--- src/rtl/axilite_cmd_master.sv ---
// axilite_cmd_master: single-outstanding AXI4-Lite initiator fed by a valid/ready command port.
// Optional macro AXILITE_CMD_TIMEOUT_EN bounds the B/R wait to TIMEOUT_CYCLES and orphans late beats.
module axilite_cmd_master #(
    parameter int AW             = 32,
    parameter int DW             = 32,
    parameter int TIMEOUT_CYCLES = 1024
) (
    input  logic          aclk,
    input  logic          aresetn,
    input  logic          cmd_valid,
    output logic          cmd_ready,
    input  logic          cmd_write,
    input  logic [AW-1:0] cmd_addr,
    input  logic [DW-1:0] cmd_wdata,
    input  logic [3:0]    cmd_wstrb,
    output logic          rsp_valid,
    input  logic          rsp_ready,
    output logic [DW-1:0] rsp_rdata,
    output logic [1:0]    rsp_resp,
    output logic          rsp_timeout,
    output logic [AW-1:0] awaddr,
    output logic [2:0]    awprot,
    output logic          awvalid,
    input  logic          awready,
    output logic [DW-1:0] wdata,
    output logic [3:0]    wstrb,
    output logic          wvalid,
    input  logic          wready,
    input  logic [1:0]    bresp,
    input  logic          bvalid,
    output logic          bready,
    output logic [AW-1:0] araddr,
    output logic [2:0]    arprot,
    output logic          arvalid,
    input  logic          arready,
    input  logic [DW-1:0] rdata,
    input  logic [1:0]    rresp,
    input  logic          rvalid,
    output logic          rready
);

    if (TIMEOUT_CYCLES < 2) begin : g_timeout_range
        $error("TIMEOUT_CYCLES must be at least 2");
    end

    typedef enum logic [2:0] {IDLE, WADDR, WRESP, RADDR, RDATA, RSP} state_e;

    state_e        state_q, state_d;
    logic [AW-1:0] awaddr_q, awaddr_d, araddr_q, araddr_d;
    logic [DW-1:0] wdata_q, wdata_d, rsp_rdata_q, rsp_rdata_d;
    logic [3:0]    wstrb_q, wstrb_d;
    logic [1:0]    rsp_resp_q, rsp_resp_d;
    logic          awvalid_q, awvalid_d, wvalid_q, wvalid_d, arvalid_q, arvalid_d;
    logic          bready_q, bready_d, rready_q, rready_d;
    logic          aw_done_q, aw_done_d, w_done_q, w_done_d;
    logic          cmd_hs, aw_hs, w_hs, b_hs, ar_hs, r_hs;
    logic          orphan, to_hit;

    assign cmd_hs = cmd_valid && cmd_ready;
    assign aw_hs  = awvalid_q && awready;
    assign w_hs   = wvalid_q && wready;
    assign b_hs   = bvalid && bready_q;
    assign ar_hs  = arvalid_q && arready;
    assign r_hs   = rvalid && rready_q;

`ifdef AXILITE_CMD_TIMEOUT_EN
    localparam int CW = $clog2(TIMEOUT_CYCLES);

    logic [CW-1:0] cnt_q, cnt_d;
    logic          orphan_q, orphan_d, rsp_timeout_q, rsp_timeout_d;

    assign orphan = orphan_q;
    assign to_hit = (state_q == WRESP || state_q == RDATA) && (cnt_q == CW'(TIMEOUT_CYCLES - 1));
`else
    assign orphan = 1'b0;
    assign to_hit = 1'b0;
`endif

    always_ff @(posedge aclk or negedge aresetn) begin
        if (!aresetn) state_q <= IDLE;
        else          state_q <= state_d;
    end

    always_comb begin
        state_d = state_q;
        unique case (state_q)
            IDLE:    if (cmd_hs) state_d = cmd_write ? WADDR : RADDR;
            WADDR:   if ((aw_done_q || aw_hs) && (w_done_q || w_hs)) state_d = WRESP;
            WRESP:   if (b_hs || to_hit) state_d = RSP;
            RADDR:   if (ar_hs) state_d = RDATA;
            RDATA:   if (r_hs || to_hit) state_d = RSP;
            RSP:     if (rsp_ready) state_d = IDLE;
            default: state_d = IDLE;
        endcase
    end

    always_comb begin
        awaddr_d    = awaddr_q;
        wdata_d     = wdata_q;
        wstrb_d     = wstrb_q;
        araddr_d    = araddr_q;
        awvalid_d   = awvalid_q;
        wvalid_d    = wvalid_q;
        arvalid_d   = arvalid_q;
        bready_d    = bready_q;
        rready_d    = rready_q;
        aw_done_d   = aw_done_q;
        w_done_d    = w_done_q;
        rsp_rdata_d = rsp_rdata_q;
        rsp_resp_d  = rsp_resp_q;
`ifdef AXILITE_CMD_TIMEOUT_EN
        cnt_d         = cnt_q;
        orphan_d      = orphan_q;
        rsp_timeout_d = rsp_timeout_q;
`endif
        unique case (state_q)
            IDLE: begin
                if (cmd_hs && cmd_write) begin
                    awaddr_d  = cmd_addr;
                    wdata_d   = cmd_wdata;
                    wstrb_d   = cmd_wstrb;
                    awvalid_d = 1'b1;
                    wvalid_d  = 1'b1;
                    aw_done_d = 1'b0;
                    w_done_d  = 1'b0;
                end else if (cmd_hs) begin
                    araddr_d  = cmd_addr;
                    arvalid_d = 1'b1;
                end
            end
            WADDR: begin
                if (aw_hs) begin
                    awvalid_d = 1'b0;
                    aw_done_d = 1'b1;
                end
                if (w_hs) begin
                    wvalid_d = 1'b0;
                    w_done_d = 1'b1;
                end
                if (state_d == WRESP) bready_d = 1'b1;
            end
            WRESP: begin
                if (b_hs) begin
                    bready_d    = 1'b0;
                    rsp_resp_d  = bresp;
                    rsp_rdata_d = '0;
                end
            end
            RADDR: begin
                if (ar_hs) begin
                    arvalid_d = 1'b0;
                    rready_d  = 1'b1;
                end
            end
            RDATA: begin
                if (r_hs) begin
                    rready_d    = 1'b0;
                    rsp_rdata_d = rdata;
                    rsp_resp_d  = rresp;
                end
            end
            default: ;
        endcase
`ifdef AXILITE_CMD_TIMEOUT_EN
        if (state_q == WRESP || state_q == RDATA) begin
            cnt_d = cnt_q + 1'b1;
            if (state_d == RSP) rsp_timeout_d = 1'b0;
            // Timed out: answer with SLVERR but keep bready/rready up to swallow the late beat.
            if (state_d == RSP && !(b_hs || r_hs)) begin
                rsp_resp_d    = 2'b10;
                rsp_rdata_d   = '0;
                rsp_timeout_d = 1'b1;
                orphan_d      = 1'b1;
            end
        end
        if (state_d != state_q && (state_d == WRESP || state_d == RDATA)) cnt_d = '0;
        if (orphan_q && (b_hs || r_hs)) begin
            orphan_d = 1'b0;
            bready_d = 1'b0;
            rready_d = 1'b0;
        end
`endif
    end

    always_ff @(posedge aclk or negedge aresetn) begin
        if (!aresetn) begin
            awaddr_q    <= '0;
            wdata_q     <= '0;
            wstrb_q     <= '0;
            araddr_q    <= '0;
            awvalid_q   <= 1'b0;
            wvalid_q    <= 1'b0;
            arvalid_q   <= 1'b0;
            bready_q    <= 1'b0;
            rready_q    <= 1'b0;
            aw_done_q   <= 1'b0;
            w_done_q    <= 1'b0;
            rsp_rdata_q <= '0;
            rsp_resp_q  <= '0;
        end else begin
            awaddr_q    <= awaddr_d;
            wdata_q     <= wdata_d;
            wstrb_q     <= wstrb_d;
            araddr_q    <= araddr_d;
            awvalid_q   <= awvalid_d;
            wvalid_q    <= wvalid_d;
            arvalid_q   <= arvalid_d;
            bready_q    <= bready_d;
            rready_q    <= rready_d;
            aw_done_q   <= aw_done_d;
            w_done_q    <= w_done_d;
            rsp_rdata_q <= rsp_rdata_d;
            rsp_resp_q  <= rsp_resp_d;
        end
    end

`ifdef AXILITE_CMD_TIMEOUT_EN
    always_ff @(posedge aclk or negedge aresetn) begin
        if (!aresetn) begin
            cnt_q         <= '0;
            orphan_q      <= 1'b0;
            rsp_timeout_q <= 1'b0;
        end else begin
            cnt_q         <= cnt_d;
            orphan_q      <= orphan_d;
            rsp_timeout_q <= rsp_timeout_d;
        end
    end

    assign rsp_timeout = rsp_timeout_q;
`else
    assign rsp_timeout = 1'b0;
`endif

    always_comb begin
        cmd_ready = (state_q == IDLE) && !orphan;
        rsp_valid = (state_q == RSP);
        rsp_rdata = rsp_rdata_q;
        rsp_resp  = rsp_resp_q;
        awaddr    = awaddr_q;
        awprot    = 3'b000;
        awvalid   = awvalid_q;
        wdata     = wdata_q;
        wstrb     = wstrb_q;
        wvalid    = wvalid_q;
        bready    = bready_q;
        araddr    = araddr_q;
        arprot    = 3'b000;
        arvalid   = arvalid_q;
        rready    = rready_q;
    end

endmodule

--- config.mk ---
export PLATFORM = sky130hd
export DESIGN_NAME = axilite_cmd_master
export DESIGN_NICKNAME = d
export VERILOG_FILES = /design/src/rtl/axilite_cmd_master.sv
export SDC_FILE = /design/constraint.sdc
export NUM_CORES = 1
export LEC_CHECK = 0
export ABC_AREA = 0
export CAP_MARGIN = 20
export CORE_MARGIN = 2
export CORE_UTILIZATION = 45
export CTS_CLUSTER_DIAMETER = 60
export CTS_CLUSTER_SIZE = 10
export DETAILED_ROUTE_END_ITERATION = 7
export PLACE_DENSITY = 0.95
export RECOVER_POWER = 50
export SLEW_MARGIN = 20
export SYNTH_ARGS = -nofsm -noshare
export SYNTH_HDL_FRONTEND = slang
export SYNTH_SLANG_ARGS = --single-unit
--- constraint.sdc ---
create_clock -name aclk -period 2.3 [get_ports aclk]
set_input_delay 0.46 -clock aclk [delete_from_list [all_inputs] [get_ports aclk]]
set_output_delay 0.46 -clock aclk [all_outputs]
set_load 0.05 [all_outputs]
==> impl_metrics.tcl <==
set metrics [dict create \
    grt_pass1_wl_microns 24200 \
    postCtsSetupBuffers 0 \
    grt_max_degree 71 \
    yosysMostFrequentCell "nand2_1" \
    die_w_microns 117 \
    syn_inst 576 \
    worst_pin_slew_ns 1.29 \
    slew_viol_final 0 \
    power.leakage_uw 0.00414 \
    worst-endpoint-required_ns 1.84 \
    synth_ff_type "dfrtp_1" \
    async_flop_share_pct 100 \
    via_per_inst 4.84 \
    wl_per_cell_microns 15.7 \
    initial_core_util_pct 45.8 \
    synth_common_cells "nand2_1, dfrtp_1, mux2_1, o21ai_1, o21ai_0" \
    clock_power_share_pct 19.4 \
    outcome "completed" \
    irDropWorstVdd_mv 0.856 \
    fillers 865 \
    multi_input_area_sq_um 1890 \
    dr_total_vias 4917 \
    crit_type "flip-flop to output port" \
    drc_errors 0 \
    rsz0062_at_grt "false" \
    grt_pass1_vias 4736 \
    area_growth_pct 58.1 \
    pin_count 262 \
    antenna_found_initial 0 \
    hold_class "input port to async pin" \
    path_clk_slew_ns 0.06 \
    dieArea_sq_um 13600 \
    finalSetupViolations 0 \
    drive_above_1_share_pct 6.29 \
    htree_levels 4 \
    worst_clock_skew_ns 0.0118 \
    diodes 0 \
    die_h_microns 117 \
    power_frac_seq_pct 28.1 \
    finalNonFillerCells 1015 \
    max_freq_mhz 459 \
    yosys_warnings 0 \
    p_switching_uw 7070 \
    first_pass_iters 4 \
    fin_setup_tns_ns 0 \
    finalWirelength_microns 16000 \
    cts_tree "done" \
    p_comb_share_pct 52.4 \
    p_int_uw 8110 \
    regArea_sq_um 3600 \
    clk_latency_ns 0.41 \
    portBuffers 254 \
    min_period_over_period_pct 94.8 \
    place_inst 983 \
    netSwitchingFraction_pct 46.6 \
    syn_avg_cell_area_sq_um 9.94 \
    ant_nets 0 \
    finalHoldViolations 0 \
    synth_seq_cells 144 \
    cts_root_buffer "clkbuf_16" \
    critPathLaunchType "flip-flop" \
    dp_hpwl_microns 11500 \
    ys_types 30 \
    nets 944 \
    relSlewSlack_pct 13.7 \
    synth-edff-count 0 \
    numCtsBuffers 17 \
    synth.cell_area_sq_um 5730 \
    cts_resized 0 \
    overflow 0 \
    synth_top_area_share_pct 62.9 \
    cts.sinks 144 \
    synth_largest_area_cell "dfrtp_1" \
    routabilityCongestion 0.862 \
    cp-end-kind "output port" \
    first_iter_violations 271 \
    rows 41 \
    grt_usage_pct 23.2 \
    power_density_nw_per_um2 1680 \
    yosysSeqAreaShare_pct 62.9 \
    clk_path_buf_depth 2 \
    postCtsHoldBufs 0 \
    worstPathArrival_ns 1.72 \
    core_sq_um 12500 \
    cp_max_fo 11 \
    layout_min_cycle_time_ns 2.18 \
    max-cap-violations 0 \
    yosys-top-cells-area "dfrtp_1, nand2_1, mux2_1" \
]
path summary, 6_finish.rpt:
path | start | endpoint | slack, ns | cells past startpoint
setup / recovery | state_q[1] | cmd_ready | 0.12 | 2
hold / removal | aresetn | awaddr[17] | 0.33 | 1
setup reg to reg | state_q[1] | araddr[17] | 0.24 | 4
hold reg to reg | wdata[27] | wdata[27] | 0.47 | 2
max in group asynchronous | aresetn | rsp_rdata[5] | 0.56 | 2
min in group aclk | wdata[27] | wdata[27] | 0.47 | 2
power by group through the flow:
| stage | Combinational, uW | Clock [uW] | Sequential [uW] |
|---|---|---|---|
| 2_1_floorplan | 1560 | 0 | 7790 |
| 3_5_place_dp | 8030 | 0 | 4290 |
| 5_1_grt | 8360 | 3100 | 4380 |
| 4_1_cts | 8060 | 2980 | 4280 |
| 6_report | 7960 | 2950 | 4270 |
| 3_3_place_gp | 7830 | 0 | 4230 |
metrics by stage:
| step | setup WS [ns] | utilization [%] | total power [uW] | cell area [sq um] | hold WS [ns] |
|---|---|---|---|---|---|
| after detailed placement | 0.328 | 67.8 | 12300 | 8480 | 0.447 |
| final | 0.120 | 72.3 | 15200 | 9050 | 0.332 |
| after floorplan | 0.340 | - | 9350 | 5750 | 0.164 |
| after global placement | 0.372 | 67.8 | 12100 | 8480 | 0.442 |
| after CTS | 0.122 | 72.9 | 15300 | 9130 | 0.00663 |
| after global routing | 0.0890 | 72.3 | 15800 | 9050 | 0.437 |
cell type report:
| class | count | share of cell area, % |
|---|---|---|
| Sequential cell | 144 | 39.8 |
| Timing Repair Buffer | 268 | 29.8 |
| Multi-Input combinational cell | 397 | 20.8 |
| Clock buffer | 22 | 5.35 |
| Tap cell | 172 | 2.38 |
| Clock inverter | 10 | 1.73 |
| Inverter | 2 | 0.0829 |
worst max-delay path, stage by stage, from the launching register on:
cell	delay [ns]
dfrtp_1	0.52
nor3_1	0.49
buf_4	0.30
layout by cell type (no fill, tap or decap), drive strengths merged, types with 2 or more instances in the layout:
cell type,instances
and3,2
mux2i,2
nor3b,2
mux2,32
buf,10
nand2,286
clkinv,5
inv,2
clkdlybuf4s50,251
dfrtp,144
clkbuf,29
o21ai,38
nor2,9
nor3,3
a21oi,5
bufinv,4
a31oi,3
conb,7
routing by layer:
metal  up-vias  global-route usage [%]  part of all wire [%]  wire (microns)
li1       2320                       -                     -               -
met1      2390                    26.7                    38            6030
met2       185                    40.7                    52            8370
met3        22                    7.72                   8.2            1310
met4         0                    7.84                   1.6             254
met5         -                       0                     0               0
sequential cells by signal, indices dropped and copies added (netlist names), 2 cells and up:
name / cells
araddr: 32
awaddr: 32
rsp_rdata: 32
rsp_resp: 2
state_q: 3
wdata: 32
wstrb: 4
cell families after synthesis:
family,after synthesis,share of synthesized area (%)
other cells,1,0.0655
flops,144,62.9
compound gates,50,4.87
buf+inv,41,4.37
simple gates,306,21.1
mux,34,6.64
Power figures use the tool's default switching activity.
